==> config.mk <==
export PLATFORM = sky130hd
export DESIGN_NAME = axi_wr_ctrl_flat
export DESIGN_NICKNAME = d
export VERILOG_FILES = /design/src/rtl/axi_wr_ctrl_pkg.sv /design/src/rtl/axi_wr_ctrl_if.sv /design/src/rtl/axi_wr_ctrl.sv /design/src/flat_wrapper.sv
export SDC_FILE = /design/constraint.sdc
export NUM_CORES = 1
export LEC_CHECK = 0
export ABC_CLOCK_PERIOD_IN_PS = 1260
export BUFFER_PORTS_ARGS = -buffer_cell sky130_fd_sc_hd__buf_2
export CAP_MARGIN = 5
export CELL_PAD_IN_SITES_DETAIL_PLACEMENT = 1
export CELL_PAD_IN_SITES_GLOBAL_PLACEMENT = 2
export CORE_ASPECT_RATIO = 1.1
export CORE_MARGIN = 2
export CORE_UTILIZATION = 19
export CTS_CLUSTER_SIZE = 12
export DETAILED_ROUTE_END_ITERATION = 12
export PLACE_DENSITY = 0.84
export SLEW_MARGIN = 5
export SYNTH_ARGS = -nofsm -noshare
export SYNTH_HDL_FRONTEND = slang
export SYNTH_SLANG_ARGS = --single-unit
==> constraint.sdc <==
create_clock -name clk -period 1.26 [get_ports clk]
set_input_delay 0.063 -clock clk [delete_from_list [all_inputs] [get_ports clk]]
set_output_delay 0.063 -clock clk [all_outputs]
set_load 0.005 [all_outputs]
==> src/rtl/axi_wr_ctrl_pkg.sv <==
// axi_wr_ctrl_pkg: shared CPU AXI header -- write-controller state encoding, RESP_OKAY and default AXI ID.
package axi_wr_ctrl_pkg;
    typedef enum logic [1:0] {
        IDLE = 2'd0,
        SEND = 2'd1,
        RESP = 2'd2
    } state_t;
    localparam logic [1:0] RESP_OKAY      = 2'b00;
    localparam logic [3:0] AXI_ID_DEFAULT = 4'd1;
endpackage

==> src/rtl/axi_wr_ctrl_if.sv <==
// axi_wr_ctrl_if: single-beat AXI write bus (AW, W, B channels).
// master: drives awid/awaddr/awsize/awvalid, wdata/wstrb/wlast/wvalid, bready.
// slave:  drives awready, wready, bid/bresp/bvalid.
interface axi_wr_ctrl_if #(
    parameter int DATA_WIDTH = 32
);
    logic [3:0]            awid;
    logic [31:0]           awaddr;
    logic [2:0]            awsize;
    logic                  awvalid;
    logic                  awready;
    logic [DATA_WIDTH-1:0] wdata;
    logic [3:0]            wstrb;
    logic                  wlast;
    logic                  wvalid;
    logic                  wready;
    logic [3:0]            bid;
    logic [1:0]            bresp;
    logic                  bvalid;
    logic                  bready;
    modport master (
        output awid, awaddr, awsize, awvalid, wdata, wstrb, wlast, wvalid, bready,
        input  awready, wready, bid, bresp, bvalid
    );
    modport slave (
        input  awid, awaddr, awsize, awvalid, wdata, wstrb, wlast, wvalid, bready,
        output awready, wready, bid, bresp, bvalid
    );
endinterface

==> src/rtl/axi_wr_ctrl.sv <==
// axi_wr_ctrl: pops one store-buffer entry at a time and issues it as a single-beat AXI write.
// Ports: clk/reset (sync, active-high); req_* store-buffer head (req_ready is the pop strobe);
// axi master bus; busy/busy_addr for read-after-write blocking; wr_done/wr_err completion pulses.
module axi_wr_ctrl
    import axi_wr_ctrl_pkg::*;
#(
    parameter logic [3:0] AXI_ID     = AXI_ID_DEFAULT,
    parameter int         DATA_WIDTH = 32
) (
    input  logic                  clk,
    input  logic                  reset,
    input  logic                  req_valid,
    output logic                  req_ready,
    input  logic [31:0]           req_addr,
    input  logic [DATA_WIDTH-1:0] req_data,
    input  logic [3:0]            req_strb,
    input  logic [2:0]            req_size,
    axi_wr_ctrl_if.master         axi,
    output logic                  busy,
    output logic [31:0]           busy_addr,
    output logic                  wr_done,
    output logic                  wr_err
);
    state_t                state, state_nx;
    logic                  aw_done, w_done;
    logic                  aw_fire, w_fire;
    logic [31:0]           addr_q;
    logic [DATA_WIDTH-1:0] data_q;
    logic [3:0]            strb_q;
    logic [2:0]            size_q;
    // Handshakes derived from state rather than the valid outputs to keep the comb path loop-free.
    assign aw_fire = (state == SEND) & ~aw_done & axi.awready;
    assign w_fire  = (state == SEND) & ~w_done & axi.wready;
    assign axi.awid   = AXI_ID;
    assign axi.awaddr = addr_q;
    assign axi.awsize = size_q;
    assign axi.wdata  = data_q;
    assign axi.wstrb  = strb_q;
    assign axi.wlast  = 1'b1;
    assign busy       = state != IDLE;
    assign busy_addr  = addr_q;
    always_ff @(posedge clk) begin
        if (reset) begin
            state   <= IDLE;
            aw_done <= 1'b0;
            w_done  <= 1'b0;
            addr_q  <= '0;
            data_q  <= '0;
            strb_q  <= '0;
            size_q  <= '0;
        end else begin
            state <= state_nx;
            if (state == IDLE && req_valid) begin
                addr_q  <= req_addr;
                data_q  <= req_data;
                strb_q  <= req_strb;
                size_q  <= req_size;
                aw_done <= 1'b0;
                w_done  <= 1'b0;
            end else begin
                if (aw_fire) aw_done <= 1'b1;
                if (w_fire) w_done <= 1'b1;
            end
        end
    end
    always_comb begin
        state_nx    = state;
        req_ready   = 1'b0;
        axi.awvalid = 1'b0;
        axi.wvalid  = 1'b0;
        axi.bready  = 1'b0;
        wr_done     = 1'b0;
        wr_err      = 1'b0;
        case (state)
            IDLE: begin
                req_ready = 1'b1;
                state_nx  = req_valid ? SEND : IDLE;
            end
            SEND: begin
                axi.awvalid = ~aw_done;
                axi.wvalid  = ~w_done;
                // Count a handshake landing this cycle so both-done moves on without an extra cycle.
                state_nx    = ((aw_done | aw_fire) & (w_done | w_fire)) ? RESP : SEND;
            end
            RESP: begin
                axi.bready = 1'b1;
                // Completion pulses are suppressed while reset abandons the write.
                wr_done    = axi.bvalid & ~reset;
                wr_err     = axi.bvalid & ~reset & ((axi.bresp != RESP_OKAY) | (axi.bid != AXI_ID));
                state_nx   = axi.bvalid ? IDLE : RESP;
            end
            default: state_nx = IDLE;
        endcase
    end
endmodule

==> src/flat_wrapper.sv <==
// flat-port wrapper written by rule: the top's interface ports become plain ports
module axi_wr_ctrl_flat import axi_wr_ctrl_pkg::*;
#(
    parameter logic [3:0] AXI_ID     = AXI_ID_DEFAULT,
    parameter int         DATA_WIDTH = 32
)
  (clk, reset, req_valid, req_ready, req_addr, req_data, req_strb, req_size, busy, busy_addr, wr_done, wr_err, axi_awid, axi_awaddr, axi_awsize, axi_awvalid, axi_wdata, axi_wstrb, axi_wlast, axi_wvalid, axi_bready, axi_awready, axi_wready, axi_bid, axi_bresp, axi_bvalid);
  axi_wr_ctrl_if #(.DATA_WIDTH(DATA_WIDTH)) axi_i ();
  input  logic clk;
  input  logic reset;
  input  logic req_valid;
  output logic req_ready;
  input  logic [31:0] req_addr;
  input  logic [DATA_WIDTH-1:0] req_data;
  input  logic [3:0] req_strb;
  input  logic [2:0] req_size;
  output logic busy;
  output logic [31:0] busy_addr;
  output logic wr_done;
  output logic wr_err;
  output wire logic [$bits(axi_i.awid)-1:0] axi_awid;
  output wire logic [$bits(axi_i.awaddr)-1:0] axi_awaddr;
  output wire logic [$bits(axi_i.awsize)-1:0] axi_awsize;
  output wire logic [$bits(axi_i.awvalid)-1:0] axi_awvalid;
  output wire logic [$bits(axi_i.wdata)-1:0] axi_wdata;
  output wire logic [$bits(axi_i.wstrb)-1:0] axi_wstrb;
  output wire logic [$bits(axi_i.wlast)-1:0] axi_wlast;
  output wire logic [$bits(axi_i.wvalid)-1:0] axi_wvalid;
  output wire logic [$bits(axi_i.bready)-1:0] axi_bready;
  input wire logic [$bits(axi_i.awready)-1:0] axi_awready;
  input wire logic [$bits(axi_i.wready)-1:0] axi_wready;
  input wire logic [$bits(axi_i.bid)-1:0] axi_bid;
  input wire logic [$bits(axi_i.bresp)-1:0] axi_bresp;
  input wire logic [$bits(axi_i.bvalid)-1:0] axi_bvalid;
  assign axi_awid = axi_i.awid;
  assign axi_awaddr = axi_i.awaddr;
  assign axi_awsize = axi_i.awsize;
  assign axi_awvalid = axi_i.awvalid;
  assign axi_wdata = axi_i.wdata;
  assign axi_wstrb = axi_i.wstrb;
  assign axi_wlast = axi_i.wlast;
  assign axi_wvalid = axi_i.wvalid;
  assign axi_bready = axi_i.bready;
  assign axi_i.awready = axi_awready;
  assign axi_i.wready = axi_wready;
  assign axi_i.bid = axi_bid;
  assign axi_i.bresp = axi_bresp;
  assign axi_i.bvalid = axi_bvalid;
  axi_wr_ctrl #(.AXI_ID(AXI_ID), .DATA_WIDTH(DATA_WIDTH)) u_core (.clk(clk), .reset(reset), .req_valid(req_valid), .req_ready(req_ready), .req_addr(req_addr), .req_data(req_data), .req_strb(req_strb), .req_size(req_size), .axi(axi_i), .busy(busy), .busy_addr(busy_addr), .wr_done(wr_done), .wr_err(wr_err));
endmodule
# After elaboration in Yosys (flattened, before gate mapping)
# Cells that the tools add are included.
[word_totals] register_bits=75 latchBits=0 mem_bits_rw=0 mem_bits_ro=0 in_bits=83 output_inout_bits=115 elab_cells=38 mem_count=0
[classes] add_sub_neg=0 multipliers=0 div=0 order_cmp=0 eq_ne=3 n_shift=0 muxes=10 n_bitwise=13 reduce_logical=5
[op_table] operator="1-bit AND" n=7
[op_table] operator="1-bit two-way mux" n=7
[op_table] operator="2-bit one-hot mux with 3 select lines" n=1
[op_table] operator="2-bit two-way mux" n=2
[op_table] operator="4-bit by 1-bit != test with 1-bit output (second input constant)" n=1
[op_table] operator="2-bit nonzero test" n=2
[op_table] operator="1-bit inverter" n=3
[op_table] operator="1-bit bitwise OR" n=3
[op_table] operator="2-bit by 1-bit == test with 1-bit output (second input constant)" n=1
[op_table] operator="2-bit == test (second input constant)" n=1
[op_table] operator="2-bit zero test" n=1
[op_table] operator="2-bit OR reduction" n=1
[op_table] operator="1-bit logical AND" n=1

# Depth between registers and ports, before layout
[logic_depth] word_depth=7 mapped_depth=6 ltp_nobuf=3

# Worst setup path after synthesis
# Ideal clock, no wire load.
[synth_path] path_kind="flip-flop to flip-flop" from="reg u_core.state[1]" to="reg u_core.data_q[10], in the netlist u_core.axi.wdata[10]" setup_time_ns=0.132 t_arrival_ns=1.162 required_time_ns=1.128 setup_slack_ns=-0.034 path_stages_with_launch=7 synth_period_minus_slack_ns=1.294 cell_sequence="dfxtp_1 > buf_6 > or3b_1 > buf_6 > buf_6 > nand2_1 > a21oi_1"
[synth_via] elab_chain_cells=2
[synth_rtl] item="start: declaration" line="axi_wr_ctrl.sv:24" text="state_t state, state_nx;"
[synth_rtl] item="start signal: assignment" line="axi_wr_ctrl.sv:52" text="state <= state_nx;"
[synth_rtl] item="2-bit zero test" line="axi_wr_ctrl.sv:53" text="if (state == IDLE && req_valid) begin"
[synth_rtl] item="1-bit logical AND" line="axi_wr_ctrl.sv:53"
[synth_rtl] item="end signal: assignment" line="axi_wr_ctrl.sv:55" text="data_q <= req_data;"
[synth_rtl] item="end: declaration" line="axi_wr_ctrl.sv:28" text="logic [DATA_WIDTH-1:0] data_q;"
# Every way passes these cells.
# A chain may end at the register's enable or synchronous reset.

# Worst setup path in the final report
[layout_path] from="reg u_core.state[1]" to="reg u_core.addr_q[30], in the netlist u_core.axi.awaddr[30]"
[layout_via] elab_chain_cells=2
[layout_rtl] item="2-bit zero test" line="axi_wr_ctrl.sv:53"
[layout_rtl] item="1-bit logical AND" line="axi_wr_ctrl.sv:53"
[layout_rtl] item="end signal: assignment" line="axi_wr_ctrl.sv:54" text="addr_q <= req_addr;"
[layout_rtl] item="end: declaration" line="axi_wr_ctrl.sv:27" text="logic [31:0] addr_q;"
# Every way passes these cells.

==> impl_summary.md <==
CTS
For this design, the sink count on the clock tree is 75. The clock tree from TritonCTS is built. The number of clock buffers inserted by TritonCTS is 9. The maximum number of buffers from clock root to sink is 2. The clock reaches the later pin of the worst-skew pair after 0.33 ns. The clock-pin slew on the worst setup and hold paths is 0.06 ns. The clock root buffer is sky130_fd_sc_hd__clkbuf_16.

The level count of the clock H-tree is 3.

Placed design
The count of placed standard cells including taps is roughly 730. At the end of routability-driven placement, the weighted congestion stood at 0.724. Timing analysis after detailed placement gives a worst setup slack of -0.101 ns. The number of buffers added on ports is ~190. The HPWL after detailed placement is around 7400 um.

Critical path
The largest stage delay on the critical path is 0.32 ns. The reg-to-reg startpoint is u_core.state[1]. Data on the critical path is required at its endpoint by between 1.5 and 2 ns. The nature of the critical path startpoint is a flop.

The count of cells along the worst register-to-register path is 7. Traced cell by cell, the critical path runs through buf_6 > buf_12 > nor3b_4 > buf_6 > clkbuf_16 > nand2_4 > a21oi_2. The slack of the worst reg-to-reg path is -0.17 ns. Together, buffers and inverters on the worst path number 4.

The largest individual stage delay along the critical path comes from the cell sky130_fd_sc_hd__dfxtp_2. The startpoint of the most critical setup path is u_core.state[1]. On the critical path the largest part of the delay comes from buffers and inverters. The worst setup path is captured at a flop. The setup path with the least slack is of type flop to flop. Of all nets on the critical path, the largest fanout is 7.

The critical path runs through a total of 7 cells. The worst register-to-register path ends at u_core.axi.awaddr[30]. The most numerous cell on the critical path is sky130_fd_sc_hd__buf_6. The capture point of the worst path is u_core.axi.awaddr[30].

STA puts the critical path data arrival time at around 1.7 ns.

STA
The worst hold slack is roughly 0.035 ns. The minimum clock period after layout is ~1.4 ns. Setup repair after global routing could not meet its margin everywhere. Once routing completed, OpenROAD measured the worst setup slack at -0.174 ns. The post-route clock skew is a little under 0.007 ns. The final critical path takes up 114% of the cycle. The number of setup violations in the final report is 75. The total count of max-transition violations in the final report is 0. The top achievable clock speed is roughly 700 MHz. The count of final hold-check violations came to 0.

Logic synthesis
The biggest area consumer among synthesized cells is sky130_fd_sc_hd__dfxtp_1. The cell area after technology mapping is 3030 um^2. The number of warning messages in the yosys log is 0. The count of mapped cells out of synthesis is 380.

The area fraction of the dominant cell type after synthesis is approximately 50%. In this run, synthesis produced a sequential element count of 75. The number of distinct library cell variants in the gate-level netlist after synthesis is 20. The synthesized area per cell is approximately 8.0 um^2. Ranked by total cell area, the synthesized netlist is headed by sky130_fd_sc_hd__dfxtp_1, sky130_fd_sc_hd__nand2_1, sky130_fd_sc_hd__a21oi_1. The part of the Yosys area used for sequential elements is 49.6%.

Floorplanning
The core region is around 16000 um^2. The floorplan step defined a die boundary enclosing between 15000 and 20000 um^2. The placement row count is 48.

For this design the top-level I/O count stands at around 200. The die span in x is 124 um. The die is between 100 and 150 um tall. The starting density of the core is about 19%.

Pwr
The analysis attributes to cell leakage a power of 0.00266 uW. In this run the power density over the cells is 1230 nW/um^2. The part of the total power dissipated in combinational logic is between 20% and 30%. Summed over all nets, the switching power comes to between 1500 and 2000 uW.

Cell internal power was estimated by the tool at a little over 5000 uW. The net switching share of the total power is 25.8%. The worst-case vdd ir drop is around 0.00064 V. The relative contribution of sequential cells to total power is roughly two fifths.

Total power for the finished layout comes to roughly 6900 uW. Of the total power, the clock network draws just over 40%.

Global routing
The via count of the first global-routing pass is roughly 3600. Entering global routing, the biggest net connects between 40 and 50 pins. After global routing the overflow that remains totals 0. The global-route usage over all layers is roughly an eighth. The number of antenna violations at the first check in global routing came to 0. The wire length of the first global-routing pass is around 18000 um.

Final layout
The synthesis-to-finish area growth is 84.3%. The post-layout net count is 700. Measured on the finished design, the core utilization comes to between 30 and 40%. In the layout the commonest cells are sky130_fd_sc_hd__buf_2, sky130_fd_sc_hd__nand2_1, sky130_fd_sc_hd__dfxtp_1. The count of fill cells added during filler insertion is between 1500 and 2000. The finished layout holds between 800 and 900 standard cells, fillers aside.

The fraction of final layout cells with drive strength greater than 1 is approximately half. Leaving out fill and tap cells, the most frequent cell in the layout is sky130_fd_sc_hd__buf_2. The repair_antennas step left the layout with diodes totalling 0. Summing all flip-flop and latch instances after layout gives roughly 1500 um^2.

The area of combinational cells with multiple inputs is roughly 1500 um^2.

Worst hold path
The classification of the worst-slack hold path is primary input to flop.

Run
Max-cap violations in this run came to 0.

Detailed routing
Before antenna repair, the detailed router went through 4 iterations. In this run, the number of DRC markers left after iteration 0 of detailed routing was between 50 and 60. In the final routed layout, each cell accounts on average for 15.0 um. After detailed routing, the number of vias per cell comes to ~4.2. The final route contains 3449 vias.

The detail route stage leaves a number of antenna-violating nets equal to 0. After detailed routing, the number of remaining DRC violations is 0. The final layout contains routed wiring with a total length of 12300 um.

Status
The flow ran to the end, but the final reports show violations. The final reports fail on negative setup slack.
-- layout make-up --
class	instances	share of cell area (%)
Inverter	2	0.135
Clock buffer	11	4.53
Clock inverter	5	1.35
Sequential cell	75	27.0
Timing Repair Buffer	286	36.4
Multi-Input combinational cell	243	26.2
Tap cell	200	4.49
-- sequential cells by signal, summed over array words and instances, names as in the netlist --
name,cells
u_core.state,2
u_core.axi.wstrb,4
u_core.aw_done,1
u_core.axi.wdata,32
u_core.axi.awaddr,32
u_core.w_done,1
u_core.axi.awsize,3
-- power groups by stage --
stage | logic [uW] | clock network, uW | registers (uW)
detailed placement | 916 | 0 | 2680
CTS | 1170 | 2920 | 2630
floorplan | 517 | 0 | 2680
global placement | 887 | 0 | 2670
global route | 1510 | 3040 | 2650
finish | 1390 | 2820 | 2630
-- worst register-to-register path, cell delays in order (launching register included) --
cell and delay [ns]:
sky130_fd_sc_hd__dfxtp_2 0.32, sky130_fd_sc_hd__buf_6 0.11, sky130_fd_sc_hd__buf_12 0.12, sky130_fd_sc_hd__nor3b_4 0.22, sky130_fd_sc_hd__buf_6 0.21, sky130_fd_sc_hd__clkbuf_16 0.19, sky130_fd_sc_hd__nand2_4 0.05, sky130_fd_sc_hd__a21oi_2 0.14
-- timing repair --
action / CTS / global route
cloned: 1 / 3
hold buffers: 72 / 0
setup endpoints to repair: 74 / 77
resized for setup: 28 / 94
endpoints found under the hold margin: 71 / 0
buffers inserted: 2 / 1
pin swaps: 5 / 49
-- kinds of logic (layout without fill, tap and decap cells) --
family | after synthesis | after routing | synth area share, %
buf+inv | 65 | 304 | 15.8
compound gates | 79 | 79 | 13.5
flops | 75 | 75 | 49.6
simple gates | 159 | 159 | 20.8
other cells | 2 | 5 | 0.248
-- synth_stat cells (all sizes together) --
cell type	n
a2111oi	1
o31a	1
o22a	1
a22oi	1
dfxtp	75
nor2	5
clkbuf	8
or4b	1
o21ai	2
nand2	144
nand2b	2
a21oi	73
conb	2
nor2b	4
buf	55
nor3b	2
inv	2
or3b	1
-- worst min-delay path by stage --
stage                 start                   end  cells past startpoint
6_report              reset       u_core.state[0]                      2
5_1_grt               reset       u_core.state[0]                      2
4_1_cts           req_valid       u_core.state[0]                      3
3_5_place_dp    req_addr[9]  u_core.axi.awaddr[9]                      3
3_3_place_gp   req_data[24]  u_core.axi.wdata[24]                      3
2_1_floorplan         reset       u_core.state[0]                      1
-- layer usage --
metal / vias up / track usage, % / part of all wire (%)
li1: 1644 / - / -
met1: 1628 / 13.1 / 36
met2: 143 / 25.0 / 55
met3: 34 / 2.95 / 4.9
met4: 0 / 8.05 / 4.0
met5: - / 0 / 0
-- per-stage QoR --
stage / instance area, um^2 / TNS [ns]
3_5_place_dp: 3960 / -4.34
5_1_grt: 5580 / -14.33
2_1_floorplan: 3040 / -2.30
3_3_place_gp: 3960 / -2.42
6_report: 5580 / -8.73
4_1_cts: 5160 / -7.55
Note: power is estimated with default switching activity, not from simulation.
